### src/rtl/antilog2_pkg.sv
// Shared constants, tag type and helpers for the antilog2 arbiter slice.
// ANTILOG2_ARB_SAT_EN adds a saturation bit to the tag.
package antilog2_pkg;
    localparam int LOG_W        = 12;
    localparam int LOG_FRAC_W   = 6;
    localparam int CORE_LATENCY = 2;
    localparam int ID_MAX_W     = 4;    // enough for 16 requesters

    typedef struct packed {
        logic                valid;
        logic [ID_MAX_W-1:0] id;
`ifdef ANTILOG2_ARB_SAT_EN
        logic                sat;
`endif
    } tag_t;

    function automatic int id_width(input int n);
        return (n > 1) ? $clog2(n) : 1;
    endfunction
endpackage

### src/rtl/antilog2.sv
// AntiLog2 core: dout = floor(2^din) truncated to DOUT_WIDTH, din is 6.6 fixed point.
// Two register stages, no enable or reset.
module antilog2
    import antilog2_pkg::*;
#(
    parameter int DOUT_WIDTH = 8
) (
    input  logic                  clk,
    input  logic [LOG_W-1:0]      din,
    output logic [DOUT_WIDTH-1:0] dout
);
    localparam int MW     = 17;                      // Q1.16 mantissa
    localparam int INT_W  = LOG_W - LOG_FRAC_W;
    localparam int FULL_W = MW + (1 << INT_W) + DOUT_WIDTH;

    // 2^(2^b/64) in Q1.16; the fraction is the product over its set bits
    localparam logic [MW-1:0] ROOT [0:LOG_FRAC_W-1] = '{
        17'd66250, 17'd66971, 17'd68438, 17'd71468, 17'd77935, 17'd92682
    };

    logic [MW-1:0]    mant;
    logic [MW-1:0]    mant_q;
    logic [INT_W-1:0] int_q;

    always_comb begin
        mant = 17'd65536;
        for (int b = 0; b < LOG_FRAC_W; b++) begin
            if (din[b])
                mant = MW'((({17'b0, mant} * {17'b0, ROOT[b]}) + 34'd32768) >> 16);
        end
    end

    always_ff @(posedge clk) begin
        mant_q <= mant;
        int_q  <= din[LOG_W-1:LOG_FRAC_W];
        dout   <= DOUT_WIDTH'((FULL_W'(mant_q) << int_q) >> 16);
    end
endmodule

### src/rtl/antilog2_rr_grant.sv
// Combinational round-robin priority encoder: search starts at ptr+1 mod N.
module antilog2_rr_grant #(
    parameter int N   = 4,
    parameter int IDW = 2
) (
    input  logic [N-1:0]   req,
    input  logic [IDW-1:0] ptr,
    output logic [N-1:0]   gnt,
    output logic [IDW-1:0] idx
);
    int   j;
    logic found;

    always_comb begin
        gnt   = '0;
        idx   = '0;
        found = 1'b0;
        j     = 0;
        for (int k = 1; k <= N; k++) begin
            j = int'(ptr) + k;
            if (j >= N) j = j - N;
            if (!found && req[j]) begin
                found  = 1'b1;
                gnt[j] = 1'b1;
                idx    = IDW'(j);
            end
        end
    end
endmodule

### src/rtl/antilog2_arbiter.sv
// Round-robin share of one AntiLog2 core with tagged pipeline and credit-checked result FIFO.
// ANTILOG2_ARB_SAT_EN: saturate results whose integer part reaches DOUT_WIDTH.
module antilog2_arbiter
    import antilog2_pkg::*;
#(
    parameter int N_REQ      = 4,
    parameter int DOUT_WIDTH = 8,
    parameter int FIFO_DEPTH = 4
) (
    input  logic                     clk,
    input  logic                     rst,
    input  logic [N_REQ-1:0]         REQ_VALID,
    input  logic [LOG_W*N_REQ-1:0]   REQ_DATA,
    output logic [N_REQ-1:0]         REQ_READY,
    output logic                     RES_VALID,
    input  logic                     RES_READY,
    output logic [DOUT_WIDTH-1:0]    RES_DATA,
    output logic [$clog2(N_REQ)-1:0] RES_ID,
    output logic                     RES_SAT,
    output logic                     BUSY
);
    localparam int IDW = id_width(N_REQ);
    localparam int PW  = $clog2(FIFO_DEPTH);
    localparam int CW  = $clog2(FIFO_DEPTH + 1);
    localparam logic [CW:0] DEPTH_C = (CW+1)'(FIFO_DEPTH);

    typedef struct packed {
        logic [DOUT_WIDTH-1:0] data;
        logic [IDW-1:0]        id;
`ifdef ANTILOG2_ARB_SAT_EN
        logic                  sat;
`endif
    } entry_t;

    logic [IDW-1:0]        ptr;
    logic [N_REQ-1:0]      gnt;
    logic [IDW-1:0]        gidx;
    logic                  credit_ok;
    logic                  issue;
    logic [LOG_W-1:0]      din;
    logic [DOUT_WIDTH-1:0] core_dout;
    tag_t                  tag_in;
    tag_t                  tag_q [1:CORE_LATENCY];
    logic [1:0]            inflight;
    entry_t                mem [FIFO_DEPTH];
    entry_t                push_entry;
    entry_t                head;
    logic [PW-1:0]         wr_ptr, rd_ptr;
    logic [CW-1:0]         fifo_count;
    logic                  push, pop;
    logic [ID_MAX_W-1:0]   unused_tag_id;

    antilog2_rr_grant #(.N(N_REQ), .IDW(IDW)) u_grant (
        .req (REQ_VALID),
        .ptr (ptr),
        .gnt (gnt),
        .idx (gidx)
    );

    // Credit uses registered counts only, so a same-cycle pop frees nothing
    assign inflight  = {1'b0, tag_q[1].valid} + {1'b0, tag_q[CORE_LATENCY].valid};
    assign credit_ok = ({1'b0, fifo_count} + (CW+1)'(inflight)) < DEPTH_C;
    assign REQ_READY = (credit_ok && !rst) ? gnt : '0;
    assign issue     = |REQ_READY;

    always_comb begin
        din = '0;
        if (issue) din = REQ_DATA[LOG_W*int'(gidx) +: LOG_W];
    end

    antilog2 #(.DOUT_WIDTH(DOUT_WIDTH)) u_core (
        .clk  (clk),
        .din  (din),
        .dout (core_dout)
    );

    always_comb begin
        tag_in       = '0;
        tag_in.valid = issue;
        tag_in.id    = ID_MAX_W'(gidx);
`ifdef ANTILOG2_ARB_SAT_EN
        tag_in.sat   = issue && (int'(din[LOG_W-1:LOG_FRAC_W]) >= DOUT_WIDTH);
`endif
    end

    always_ff @(posedge clk) begin
        if (rst) begin
            ptr <= IDW'(N_REQ - 1);
            for (int s = 1; s <= CORE_LATENCY; s++) tag_q[s] <= '0;
        end else begin
            if (issue) ptr <= gidx;
            tag_q[1] <= tag_in;
            for (int s = 2; s <= CORE_LATENCY; s++) tag_q[s] <= tag_q[s-1];
        end
    end

    // Core output is meaningful only when the last tag stage is valid
    assign push = tag_q[CORE_LATENCY].valid;
    assign pop  = RES_VALID && RES_READY;
    assign unused_tag_id = tag_q[CORE_LATENCY].id >> IDW;

    always_comb begin
        push_entry      = '0;
        push_entry.id   = tag_q[CORE_LATENCY].id[IDW-1:0];
        push_entry.data = core_dout;
`ifdef ANTILOG2_ARB_SAT_EN
        push_entry.sat  = tag_q[CORE_LATENCY].sat;
        if (tag_q[CORE_LATENCY].sat) push_entry.data = '1;
`endif
    end

    always_ff @(posedge clk) begin
        if (push) mem[wr_ptr] <= push_entry;
    end

    always_ff @(posedge clk) begin
        if (rst) begin
            wr_ptr     <= '0;
            rd_ptr     <= '0;
            fifo_count <= '0;
        end else begin
            if (push) wr_ptr <= (wr_ptr == PW'(FIFO_DEPTH - 1)) ? '0 : wr_ptr + 1'b1;
            if (pop)  rd_ptr <= (rd_ptr == PW'(FIFO_DEPTH - 1)) ? '0 : rd_ptr + 1'b1;
            case ({push, pop})
                2'b10:   fifo_count <= fifo_count + 1'b1;
                2'b01:   fifo_count <= fifo_count - 1'b1;
                default: fifo_count <= fifo_count;
            endcase
        end
    end

    a_no_overflow: assert property (@(posedge clk) disable iff (rst)
        push |-> ({1'b0, fifo_count} < DEPTH_C));

    assign head      = mem[rd_ptr];
    assign RES_VALID = (fifo_count != '0);
    assign RES_DATA  = RES_VALID ? head.data : '0;
    assign RES_ID    = RES_VALID ? head.id : '0;
`ifdef ANTILOG2_ARB_SAT_EN
    assign RES_SAT   = RES_VALID ? head.sat : 1'b0;
`else
    assign RES_SAT   = 1'b0;
`endif
    assign BUSY      = (inflight != 2'd0) || (fifo_count != '0);
endmodule

### config.mk
export PLATFORM = sky130hd
export DESIGN_NAME = antilog2_arbiter
export DESIGN_NICKNAME = d
export VERILOG_FILES = /design/src/rtl/antilog2_pkg.sv /design/src/rtl/antilog2.sv /design/src/rtl/antilog2_rr_grant.sv /design/src/rtl/antilog2_arbiter.sv
export SDC_FILE = /design/constraint.sdc
export NUM_CORES = 1
export LEC_CHECK = 0
export ABC_AREA = 0
export CAP_MARGIN = 20
export CORE_ASPECT_RATIO = 1.5
export CORE_MARGIN = 10
export CORE_UTILIZATION = 59
export DETAILED_ROUTE_END_ITERATION = 8
export GPL_TIMING_DRIVEN = 0
export PLACE_DENSITY = 0.87
export SKIP_LAST_GASP = 1
export SLEW_MARGIN = 20
export SYNTH_ARGS = -nofsm -noshare
export SYNTH_HDL_FRONTEND = slang
export SYNTH_SLANG_ARGS = --single-unit
### constraint.sdc
create_clock -name clk -period 26.7 [get_ports clk]
set_input_delay 5.34 -clock clk [delete_from_list [all_inputs] [get_ports clk]]
set_output_delay 5.34 -clock clk [all_outputs]
set_load 0.01 [all_outputs]
==> results.md <==
- Yosys Warn Count: 0
- Clk_lat worst skew: 340 ps
- Reg-to-reg setup timing slack: 3100 ps
- CP top delay family: adder cells
- First-pass GRT wire length: 96900 um
- Initial antenna violation count: 3
- Htree depth: 3
- Top-area cell type share of the netlist area: 0.247
- Crit path kind: in -> reg
- Grt ovf: 0
- Clock buffer depth: 2
- Fmax: 36.9 MHz
- Antenna-violating nets left: 0
- Crit path max fanout: 11
- Tmin final: 27070 ps
- Post-route setup slack: -366 ps
- PortBufs: 68
- Relative slew margins: 0.259
- Status: finished, violations left
- Max Cap Violations: 0
- Netlist Area Pre-Place: 20500 um2
- Largest net degree at the start of global routing: 16
- Failing checks: DRC, setup timing
- Growth of design area from synthesis to finish: 20.1%
- Area leader, netlist: ha_1
- Layout fillers: 2302
- Final core utilization: 0.719
- Syn_area_per_cell: 9.08 um2
- Number of flops mapped to enable cells by yosys: 40
- Root Buffer: clkbuf_16
- Top FF cell, synth: dfxtp_1
- Die extent in y: 248 um
- Fin. Hold Viols: 0
- Crit-path max cell delay: 570 ps
- Fin. max-slew vios: 0
- Final setup fails: 5
- Hold crit path type: reg -> reg
- Worst Path Required: 26900 ps
- I/O Pins: 72
- Count of different cell masters after synthesis: 105
- RSZ-0062 raised after global routing: yes
- DR vias/cell: 6.25
- Reg clk slew, reported paths: 60 ps
- DRC viols: 1
- Placer Congestion: 1.06
- TritonCTS clock tree: yes
- Worst path bufs/invs: 22
- Die ar.: 42800 um2
- Synth Register Bits: 88
- Critical path launch point type: primary input
- Crit path capture type: flop
- Vias: 18100
- Area contributors post-synth: ha_1, fa_1, inv_1, edfxtp_1, dfxtp_1
- Starting Density: 0.599
- Hold_buf cts: 0
- Worst EP arrival: 27270 ps
- Rows: 83
- Die Span X: 172 um
- Detailed Routing Iterations Pass 1: 8
- Critical path's slowest cell: fa_1
- Most frequent CP cell: fa_1
- Layout cells sized above 1: 0.192
- Final net count: 3124
- TritonCTS Buffers: 9
- Final period utilization: 1.01
- Routed WL per cell: 22.2 um
- Asr flop ratio synth: 0
- Syn Inst Count: 2261
- Post-synthesis sequential area ratio: 0.105
- Post-DP HPWL: 47300 um
- Skew final: 4.55 ps
- Sink Count: 88
- DRT Wirelength: 64500 um
- Total track usage: 0.283
- Worst slew pin tran: 1100 ps
- Core ar.: 34300 um2
- DRT iter0 DRCs: 1547
- Vias in the first global route: 19000
==> worst paths after layout <==
| kind | to | from | depth (start not counted) |
|---|---|---|---|
| worst min register to register | tag_q[2][4] | tag_q[1][4] | 2 |
| worst max-delay path | u_core.mant_q[16] | REQ_VALID[0] | 95 |
| worst max register to register | u_core.mant_q[16] | ptr[0] | 99 |
| worst min-delay path | tag_q[2][4] | tag_q[1][4] | 2 |
==> worst min-delay path, cell delays in order (launching register included) <==
cell and delay, ps:
dfxtp_1 310, inv_1 70, nor2_1 50
==> cell usage after synthesis, types with 16 or more instances <==
| master | count |
|---|---|
| ha_1 | 405 |
| inv_1 | 461 |
| clkbuf_1 | 28 |
| a211oi_1 | 25 |
| mux4_2 | 19 |
| mux2i_1 | 53 |
| nor3_1 | 26 |
| mux2_2 | 16 |
| xnor2_1 | 66 |
| dfxtp_1 | 48 |
| nand3_1 | 36 |
| xor2_1 | 49 |
| nor2_1 | 114 |
| edfxtp_1 | 40 |
| a21o_1 | 45 |
| and3_1 | 20 |
| fa_1 | 194 |
| a21oi_1 | 96 |
| and2_1 | 26 |
| nand4_1 | 18 |
| nand2_1 | 119 |
| o21ai_0 | 43 |
==> kinds of logic after synthesis <==
kind of cell	share of synthesized area
AOI/OAI and AO/OA	0.130
DFF	0.105
other	0.000366
xor gates and xnor gates	0.0532
buffers and inverters	0.0998
muxes	0.0583
and+or+nand+nor	0.117
adders and majority gates	0.436
==> per-layer routing <==
layer  share of wire  track usage  wire, um  vias to the layer above
li1                -            -         -                     8043
met1            0.33        0.291     21300                     8711
met2            0.51        0.506     32600                      952
met3           0.071       0.0368      4560                      419
met4           0.094        0.206      6050                        2
met5         0.00014            0         9                        -
==> stage by stage <==
step | std cells | TNS [ps] | worst slack [ps] | cell area (um2) | hold WS, ps
after global routing | 2902 | -7380 | -1120 | 24600 | 478
final | 2902 | -978 | -366 | 24600 | 470
after floorplan | 2271 | 0 | 24.6 | 20600 | 414
after detailed placement | 2764 | -47910 | -4090 | 21800 | 460
after CTS | 2856 | 0 | 0.0835 | 23700 | 466
after global placement | 2764 | -40500 | -3530 | 21800 | 447
==> final cells by class <==
type | count | area (um2) | area share
Antenna cell | 2 | 5.00 | 0.000203
Buffer | 56 | 322 | 0.0130
Clock buffer | 9 | 225 | 0.00914
Clock inverter | 7 | 118 | 0.00477
Inverter | 469 | 1780 | 0.0722
Multi-Input combinational cell | 1655 | 17900 | 0.726
Sequential cell | 88 | 2160 | 0.0877
Tap cell | 425 | 532 | 0.0216
Timing Repair Buffer | 191 | 1620 | 0.0658
==> sequential cells by signal, indices dropped and copies added (netlist names), named ones only <==
register and count:
mem 40, u_core.mant_q 17, u_core.dout 8, tag_q 6, u_core.int_q 6, fifo_count 3, ptr 2, rd_ptr 2
wr_ptr 2
==> layout by cell type, fill, tap and decap left out, types with 30 or more instances in the layout <==
master             n
dfxtp_1           48
inv_1            444
ha_1             355
fa_1             189
xnor2_1           60
ha_4              36
buf_4            125
nor2_1           104
nand2_1          112
a21oi_1           73
a21o_1            44
xor2_1            42
edfxtp_1          40
clkdlybuf4s50_1   66
mux2i_1           45
nand3_1           30
o21ai_0           30
==> timing repair <==
| action | CTS | global route |
|---|---|---|
| cloned | 1 | 0 |
| buffers inserted | 78 | 45 |
| endpoints found under the setup margin | 17 | 15 |
| resized for setup | 175 | 134 |
| pin swaps | 66 | 73 |
Power is not shown: default switching activity piles up to over one toggle a cycle in this logic, so the estimate is an artifact.
